`src/rtl/rpsc_interlock_seq.sv`:
```
// Cascaded power-supply interlock sequencer: per-channel alarm/settle/undervoltage
// supervision with latched fault causes and first-fault capture across the chain.
module rpsc_interlock_seq #(
  parameter  int NCH        = 2,
  parameter  int NALM       = 8,
  parameter  int SETTLE_CYC = 128,
  localparam int CW         = $clog2(SETTLE_CYC + 1),
  localparam int FW         = (NCH > 1) ? $clog2(NCH) : 1
) (
  input  logic                clk,
  input  logic                reset,
  input  logic [NCH*NALM-1:0] alarm,
  input  logic [NCH*NALM-1:0] alarm_mask,
  input  logic [NCH-1:0]      ps_act,
  input  logic [NCH-1:0]      u_low,
  input  logic                ack,
  output logic [NCH-1:0]      permit,
  output logic [NCH-1:0]      ok,
  output logic [NCH-1:0]      fault,
  output logic [2*NCH-1:0]    cause,
  output logic [FW-1:0]       first_ch,
  output logic                first_vld
);

  typedef enum logic [1:0] {
    ST_IDLE   = 2'd0,
    ST_SETTLE = 2'd1,
    ST_OK     = 2'd2,
    ST_FAULT  = 2'd3
  } state_t;

  localparam logic [1:0] CAUSE_NONE  = 2'd0;
  localparam logic [1:0] CAUSE_ALARM = 2'd1;
  localparam logic [1:0] CAUSE_UP    = 2'd2;
  localparam logic [1:0] CAUSE_UV    = 2'd3;

  logic [NCH-1:0] w_alarm_any;
  logic [NCH-1:0] w_up_ok;
  logic [NCH-1:0] w_permit;
  logic [NCH-1:0] w_ok;
  logic [NCH-1:0] w_fault;
  logic [NCH-1:0] w_enter_fault;
  logic [NCH-1:0] w_fault_next;

  genvar gi;
  generate
    for (gi = 0; gi < NCH; gi++) begin : g_ch
      state_t          r_state;
      state_t          w_state_next;
      logic [CW-1:0]   r_cnt;
      logic [CW-1:0]   w_cnt_next;
      logic [1:0]      r_cause;
      logic [1:0]      w_cause_next;
      logic [1:0]      w_cause_dq;
      logic            r_ok;
      logic            r_fault;

      assign w_alarm_any[gi] = |(alarm[gi*NALM +: NALM] & ~alarm_mask[gi*NALM +: NALM]);

      // Channel 0 heads the chain; every other channel is gated by its upstream OK.
      if (gi == 0) begin : g_head
        assign w_up_ok[gi] = 1'b1;
      end else begin : g_tail
        assign w_up_ok[gi] = w_ok[gi-1];
      end

      assign w_permit[gi] = ~w_alarm_any[gi] & w_up_ok[gi] & ~r_fault;

      // Disqualification cause, highest priority first.
      assign w_cause_dq = w_alarm_any[gi] ? CAUSE_ALARM :
                          (!w_up_ok[gi])  ? CAUSE_UP    : CAUSE_UV;

      always_comb begin
        w_state_next = r_state;
        w_cnt_next   = r_cnt;
        w_cause_next = r_cause;
        case (r_state)
          ST_IDLE: begin
            if (ps_act[gi] && w_permit[gi]) begin
              w_state_next = ST_SETTLE;
              w_cnt_next   = '0;
            end
          end
          ST_SETTLE: begin
            if (!ps_act[gi]) begin
              w_state_next = ST_IDLE;
            end else if (!w_permit[gi]) begin
              w_state_next = ST_FAULT;
              w_cause_next = w_cause_dq;
            end else if (r_cnt == CW'(SETTLE_CYC - 1)) begin
              w_state_next = ST_OK;
            end else begin
              w_cnt_next = r_cnt + 1'b1;
            end
          end
          ST_OK: begin
            if (!ps_act[gi]) begin
              w_state_next = ST_IDLE;
            end else if (!w_permit[gi] || u_low[gi]) begin
              w_state_next = ST_FAULT;
              w_cause_next = w_cause_dq;
            end
          end
          ST_FAULT: begin
            if (ack && !ps_act[gi] && !w_alarm_any[gi]) begin
              w_state_next = ST_IDLE;
              w_cause_next = CAUSE_NONE;
            end
          end
          default: begin
            w_state_next = ST_IDLE;
          end
        endcase
      end

      always_ff @(posedge clk) begin
        if (!reset) begin
          r_state <= ST_IDLE;
          r_cnt   <= '0;
          r_cause <= CAUSE_NONE;
          r_ok    <= 1'b0;
          r_fault <= 1'b0;
        end else begin
          r_state <= w_state_next;
          r_cnt   <= w_cnt_next;
          r_cause <= w_cause_next;
          r_ok    <= (w_state_next == ST_OK);
          r_fault <= (w_state_next == ST_FAULT);
        end
      end

      assign w_ok[gi]          = r_ok;
      assign w_fault[gi]       = r_fault;
      assign w_fault_next[gi]  = (w_state_next == ST_FAULT);
      assign w_enter_fault[gi] = (w_state_next == ST_FAULT) && (r_state != ST_FAULT);
      assign cause[2*gi +: 2]  = r_cause;
    end
  endgenerate

  assign permit = w_permit;
  assign ok     = w_ok;
  assign fault  = w_fault;

  // First-fault capture: lowest-index channel wins on a simultaneous entry.
  logic [FW-1:0] w_first_idx;
  logic          r_first_vld;
  logic [FW-1:0] r_first_ch;

  always_comb begin
    w_first_idx = '0;
    for (int i = NCH - 1; i >= 0; i--) begin
      if (w_enter_fault[i]) begin
        w_first_idx = FW'(i);
      end
    end
  end

  always_ff @(posedge clk) begin
    if (!reset) begin
      r_first_vld <= 1'b0;
      r_first_ch  <= '0;
    end else if (!r_first_vld && (|w_enter_fault)) begin
      r_first_vld <= 1'b1;
      r_first_ch  <= w_first_idx;
    end else if (ack && !(|w_fault_next)) begin
      r_first_vld <= 1'b0;
      r_first_ch  <= '0;
    end
  end

  assign first_vld = r_first_vld;
  assign first_ch  = r_first_ch;

endmodule

```
`config.mk`:
```
export PLATFORM = sky130hd
export DESIGN_NAME = rpsc_interlock_seq
export DESIGN_NICKNAME = d
export VERILOG_FILES = /design/src/rtl/rpsc_interlock_seq.sv
export SDC_FILE = /design/constraint.sdc
export NUM_CORES = 1
export LEC_CHECK = 0
export ABC_AREA = 1
export BUFFER_PORTS_ARGS = -buffer_cell sky130_fd_sc_hd__buf_2
export CORE_MARGIN = 1
export CORE_UTILIZATION = 45
export DETAILED_ROUTE_END_ITERATION = 8
export PLACE_DENSITY_LB_ADDON = 0.2
export SLEW_MARGIN = 20
export SYNTH_ARGS = -nofsm -noshare
export SYNTH_HDL_FRONTEND = slang
export SYNTH_SLANG_ARGS = --single-unit
```
`constraint.sdc`:
```
create_clock -name clk -period 1.85 [get_ports clk]
set_input_delay 0 -clock clk [delete_from_list [all_inputs] [get_ports clk]]
set_output_delay 0 -clock clk [all_outputs]
set_load 0.02 [all_outputs]
```
# After elaboration in Yosys (flattened, before gate mapping)
# Index checks and enable logic that the tools add are counted.
[totals]
register_bits = 30
in_bits = 39
out_inout_bits = 12
wordCells = 136
[classes]
n_addsub = 2
eq_ne = 30
n_mux = 46
bitwise = 11
n_reduce_logical = 35
[ops]
columns = ["operator", "count"]
rows = [
  ["$mux W8", 8],
  ["$mux W2", 26],
  ["$ne A2 B2 Y1 const B", 18],
  ["$pmux W8 S2", 2],
  ["$add A8 B1 Y8 const B", 2],
  ["$and A8 B8 Y8", 2],
  ["$eq A2 B2 Y1 const B", 8],
  ["$eq A8 B7 Y1 const B", 2],
  ["$not A8 Y8", 2],
  ["$pmux W2 S4", 2],
  ["$reduce_or A8 Y1", 2],
  ["$pmux W2 S3", 2],
  ["$reduce_and A6 Y1", 2],
  ["$logic_and A1 B1 Y1", 10],
  ["$reduce_and A5 Y1", 2],
  ["$logic_not A1 Y1", 8],
  ["$mux W1", 6],
  ["$reduce_bool A2 Y1", 3],
  ["$reduce_bool A3 Y1", 2],
  ["$eq A2 B1 Y1 const B", 2],
  ["$logic_not A2 Y1", 2],
  ["$not A1 Y1", 4],
  ["$reduce_or A2 Y1", 2],
  ["$and A1 B1 Y1", 3],
  ["$logic_or A1 B1 Y1", 2],
]

# Depth between registers and ports, before layout
[logic_depth]
ltp_word = 17
depth_mapped = 15
depth_no_buf = 15

# Worst setup path before layout
# No wires, ideal clock.
[synth_timing]
path_type = "register -> register"
from = "reg g_ch[1].r_cnt[0]"
to = "reg r_first_ch, in the netlist first_ch"
setup_time_ns = 0.128
arrival_time_ns = 1.383
required_ns = 1.722
setup_slack_ns = 0.339
stages_incl_launch_ff = 15
path_buffers = 0
synth_period_minus_slack_ns = 1.511
cell_sequence = "dfxtp_1 > ha_1 > inv_1 > nor2_1 > nand2_1 > nand2_1 > nand4_1 > nand2_1 > nand3_1 > nand2_1 > nand2_1 > nor2_1 > nor2_1 > nor2_1 > nor2_1"
[synth_via]
elab_chain_len = 10
elab_cells_between_ends = 16
classes_between = "eq/ne (2); mux (7); reduce/logical (7)"
[synth_lines]
columns = ["element", "line_no", "source"]
rows = [
  ["start: declaration", "50", "logic [CW-1:0] r_cnt;"],
  ["start signal: assignment", "125", "r_cnt <= w_cnt_next;"],
  ["$eq A8 B7 Y1 (*)", "90", "end else if (r_cnt == CW'(SETTLE_CYC - 1)) begin"],
  ["$mux W2 (*)", "90", ""],
  ["$mux W2 (*)", "87", "end else if (!w_permit[gi]) begin"],
  ["$mux W2 (*)", "85", "if (!ps_act[gi]) begin"],
  ["$pmux W2 S4 (*)", "77", "case (r_state)"],
  ["$eq A2 B2 Y1 (*)", "134, 135", ""],
  ["$logic_and A1 B1 Y1 / $reduce_or A2 Y1 (equally long branches)", "135, 165", ""],
  ["$mux W1 (tied with other cells) (2 in a row)", "152", "if (w_enter_fault[i]) begin"],
  ["$mux W1 / $reduce_bool A2 Y1 (equally long branches)", "n/a", ""],
  ["end signal: assignment", "164", "r_first_ch <= w_first_idx;"],
  ["end: declaration", "147", "logic [FW-1:0] r_first_ch;"],
]
# Every way passes the cells marked *; elsewhere a longest branch is shown, timed or not.
# A chain may end at the register's enable or synchronous reset.

# Worst setup path after layout
[layout_timing]
from = "reg g_ch[0].r_cnt[3]"
to = "reg g_ch[0].r_cnt[4]"
[layout_via]
elab_chain_len = 5
elab_cells_between_ends = 8
classes_between = "add/sub (1); eq/ne (2); mux (4); reduce/logical (1)"
[layout_lines]
columns = ["element", "line_no", "source"]
rows = [
  ["start: declaration", "50", ""],
  ["start signal: assignment", "125", ""],
  ["$add A8 B1 Y8", "93", "w_cnt_next = r_cnt + 1'b1;"],
  ["$mux W8", "90", ""],
  ["$mux W8", "87", ""],
  ["$mux W8", "85", ""],
  ["$pmux W8 S2", "77", ""],
]
# Parallel ways exist; a longest one is shown, timed or not. The select of a mux whose other input is x is not followed.

==> impl_metrics.toml <==
[synthesis]
syn_area_sq_um = 1900
synth-edff-count = 0
yosys.area_share.simple_pct = 43.0
synth-xor-area-share_pct = 0.920
synth_top_family_by_area = "simple AND/OR/NAND/NOR gates"
synthFlopType = "dfxtp_1"
synth_most_common_cell = "nand2_1"
postSynthRegisterBits = 30
synthTopCellsByCount = "76 x nand2_1, 49 x inv_1, 31 x nor2_1"
syn-instance-count = 294
ys_warn_count = 0
yosys.area.top_type_share_pct = 31.5
synthTopCellsByArea = "dfxtp_1 32%, nand2_1 15%, inv_1 9.7%"
synth_compound_area_share_pct = 10.2
synthArstFlopShare_pct = 0
syn_area_per_cell_sq_um = 6.48
ys_seq_area_share_pct = 31.5
ys_types = 37
synth_nets = 335
yosys.area.top_type = "dfxtp_1"
synth_mux_area_share_pct = 0
synth_adder_area_share_pct = 1.31

[die]
die_h_um = 67.1
die_area_sq_um = 4500
rows = 23
top_level_ports = 51
die_width_um = 67.1
initial_core_util_pct = 47.3
core_region_area_sq_um = 4030

[flow_run]
maxCapViolCount = 0

[sta]
fin_crit_sh_pct = 89.9
rsz0062_at_grt = "false"
skew_ns = 0.00631
fin_tns_setup_ns = 0
worst_pin_slew_ns = 0.405
min_period_ns = 1.66
finalSetupViolations = 0
final.setup.worst_slack_ns = 0.186
max_slew_margin_pct = 73.0
drv_slew = 0
max_freq_mhz = 601
hold_viol = 0

[critical_path]
crit_fanout = 7
path_cells = "nand2_1 > nor2_2 > nand4_1 > and2_4 > o21ai_4 > nor3_4 > inv_1 > o21ai_1 > nor3b_2"
cpPeakStageDelay_ns = 0.39
r2r_cells = 9
crit_type = "flop to flop"
required_ns = 2.00
slowest_stage = "dfxtp_1"
cpLargestDelayFamily = "simple AND/OR/NAND/NOR gates"
r2r_start = "g_ch[0].r_cnt[3]"
reg2reg_to = "g_ch[0].r_cnt[4]"
worstSetupEndpointType = "flop"
critical_path_buf_inv_count = 1
cp.arrival_ns = 1.82
startpoint_type = "flop"
r2r_slack_ns = 0.19

[global_routing]
grt_max_degree = 14
grt_util_all_layers_pct = 19.3
grt_pass1_wl_um = 6610
antenna_found_initial = 0
grt_pass1_vias = 1691
globalRouteOverflowTotal = 0

[finish]
syn2layout_area_growth_pct = 19.5
drive_gt1_share_pct = 25.7
final_nets = 388
regArea_sq_um = 601
fin_area_sq_um = 2280
fillCellCount = 407
utilization_pct = 56.5
antenna_cells = 0
multi_input_area_sq_um = 1060

[placement]
place_area_sq_um = 2190
io_buffer_count = 50
hpwl_um = 3010
place.gp.congestion = 0.901
dp_slack_ns = 0.201

[pwr]
clkPwrFrac_pct = 37.7
power.density_nw_per_um2 = 599
p_comb_share_pct = 13.5
p_leak_nw = 1.12
p_int_w = 0.00102
seq_power_share_pct = 48.8
netSwitchingPower_w = 0.000347
ir_drop_mv = 0.295
sw_frac_of_total_pct = 25.4

[clock_tree]
cts_sinks = 30
htreeDepth = 2
cts.path.max_buffers = 2
cts_tree = "yes"
cts_hold_buf = 0
cts_root_buffer = "clkbuf_8"
clock_latency_ns = 0.28
cts.clk_slew.worst_paths_ns = 0.06
cts_buffers = 5

[routing]
via_per_inst = 4.73
route.detailed.drc = 0
detail-route-antenna-nets = 0
vias = 1874
wl_um = 3780
dr.pass1.iters = 4
avgRoutedWirePerCell_um = 9.55
drt_iter0_markers = 88

[min_path]
hp-class = "input pin to flop"
holdPathEnd = "g_ch[1].r_state[1]"
min_path_cells = 3
min_from = "reset"

[status]
run_status = "completed"
-- stage by stage --
stage / hold WS, ns / total power [W] / cells
after floorplan: 0.117 / 0.000796 / 294
after global placement: 0.330 / 0.000862 / 390
after detailed placement: 0.332 / 0.000864 / 390
after CTS: 0.0355 / 0.00138 / 396
after global routing: 0.0522 / 0.00143 / 396
final: 0.0408 / 0.00136 / 396
-- tightest hold or removal path, cell delays in order --
cell,delay (ns)
buf_2,0.15
nand2_1,0.09
inv_1,0.04
-- area by class of cell --
| cell class | count | area share (%) |
|---|---|---|
| clock buffers | 6 | 3.63 |
| inverters | 57 | 9.40 |
| multi-input cells | 202 | 46.5 |
| flip-flops and latches | 30 | 26.4 |
| repair buffers | 51 | 11.3 |
| well taps | 50 | 2.75 |
-- state kept, by name, summed over array words and instances (netlist names) --
name / cells
g_ch.r_ok: 2
g_ch.r_cause: 4
first_ch: 1
g_ch.r_state: 4
g_ch.r_cnt: 16
g_ch.r_fault: 2
first_vld: 1
-- logic make-up after synthesis --
logic type / count (synthesis)
and+or+nand+nor: 165
DFF: 30
buffers and inverters: 62
AOI/OAI and AO/OA: 33
xor gates and xnor gates: 2
adders and majority gates: 2
-- metal layers --
layer	GRT usage [%]	routed length, um
met1	22.5	1720
met2	32.6	1750
met3	4.45	248
met4	9.31	63
met5	0	0
-- layout by cell type (no fill, tap or decap), drive strengths merged --
cell	n
clkbuf	6
dfxtp	30
o211a	1
and3	1
and2	2
nor3b	3
buf	51
ha	2
a21oi	19
nor3	7
o21bai	2
a31oi	1
nand3	18
a211oi	2
nand2	82
clkinv	2
nor2	42
o21ai	7
inv	55
xnor2	1
or2	3
xor2	1
a21boi	1
nand4	7
-- power groups by stage --
stage	registers [W]	logic (W)	clock network, W
after floorplan	0.000682	0.000114	0
after global placement	0.000679	0.000183	0
after detailed placement	0.000679	0.000184	0
after CTS	0.000665	0.000185	0.000530
after global routing	0.000667	0.000208	0.000560
final	0.000665	0.000183	0.000514
-- repair_timing --
item,4_1_cts,5_1_grt
endpoints found under the setup margin,0,1
gates resized for setup,0,1
buffers inserted,0,0
-- how the worst max path moves through the flow --
stage	start	to	cells after the start
global route	g_ch[1].r_cnt[0]	first_ch	14
floorplan	g_ch[1].r_cnt[0]	first_ch	14
finish	g_ch[0].r_cnt[3]	g_ch[0].r_cnt[4]	9
detailed placement	g_ch[1].r_cnt[0]	first_ch	14
CTS	g_ch[0].r_cnt[3]	g_ch[0].r_cnt[4]	9
global placement	g_ch[1].r_cnt[0]	first_ch	14
(Power assumes the default switching activity.)
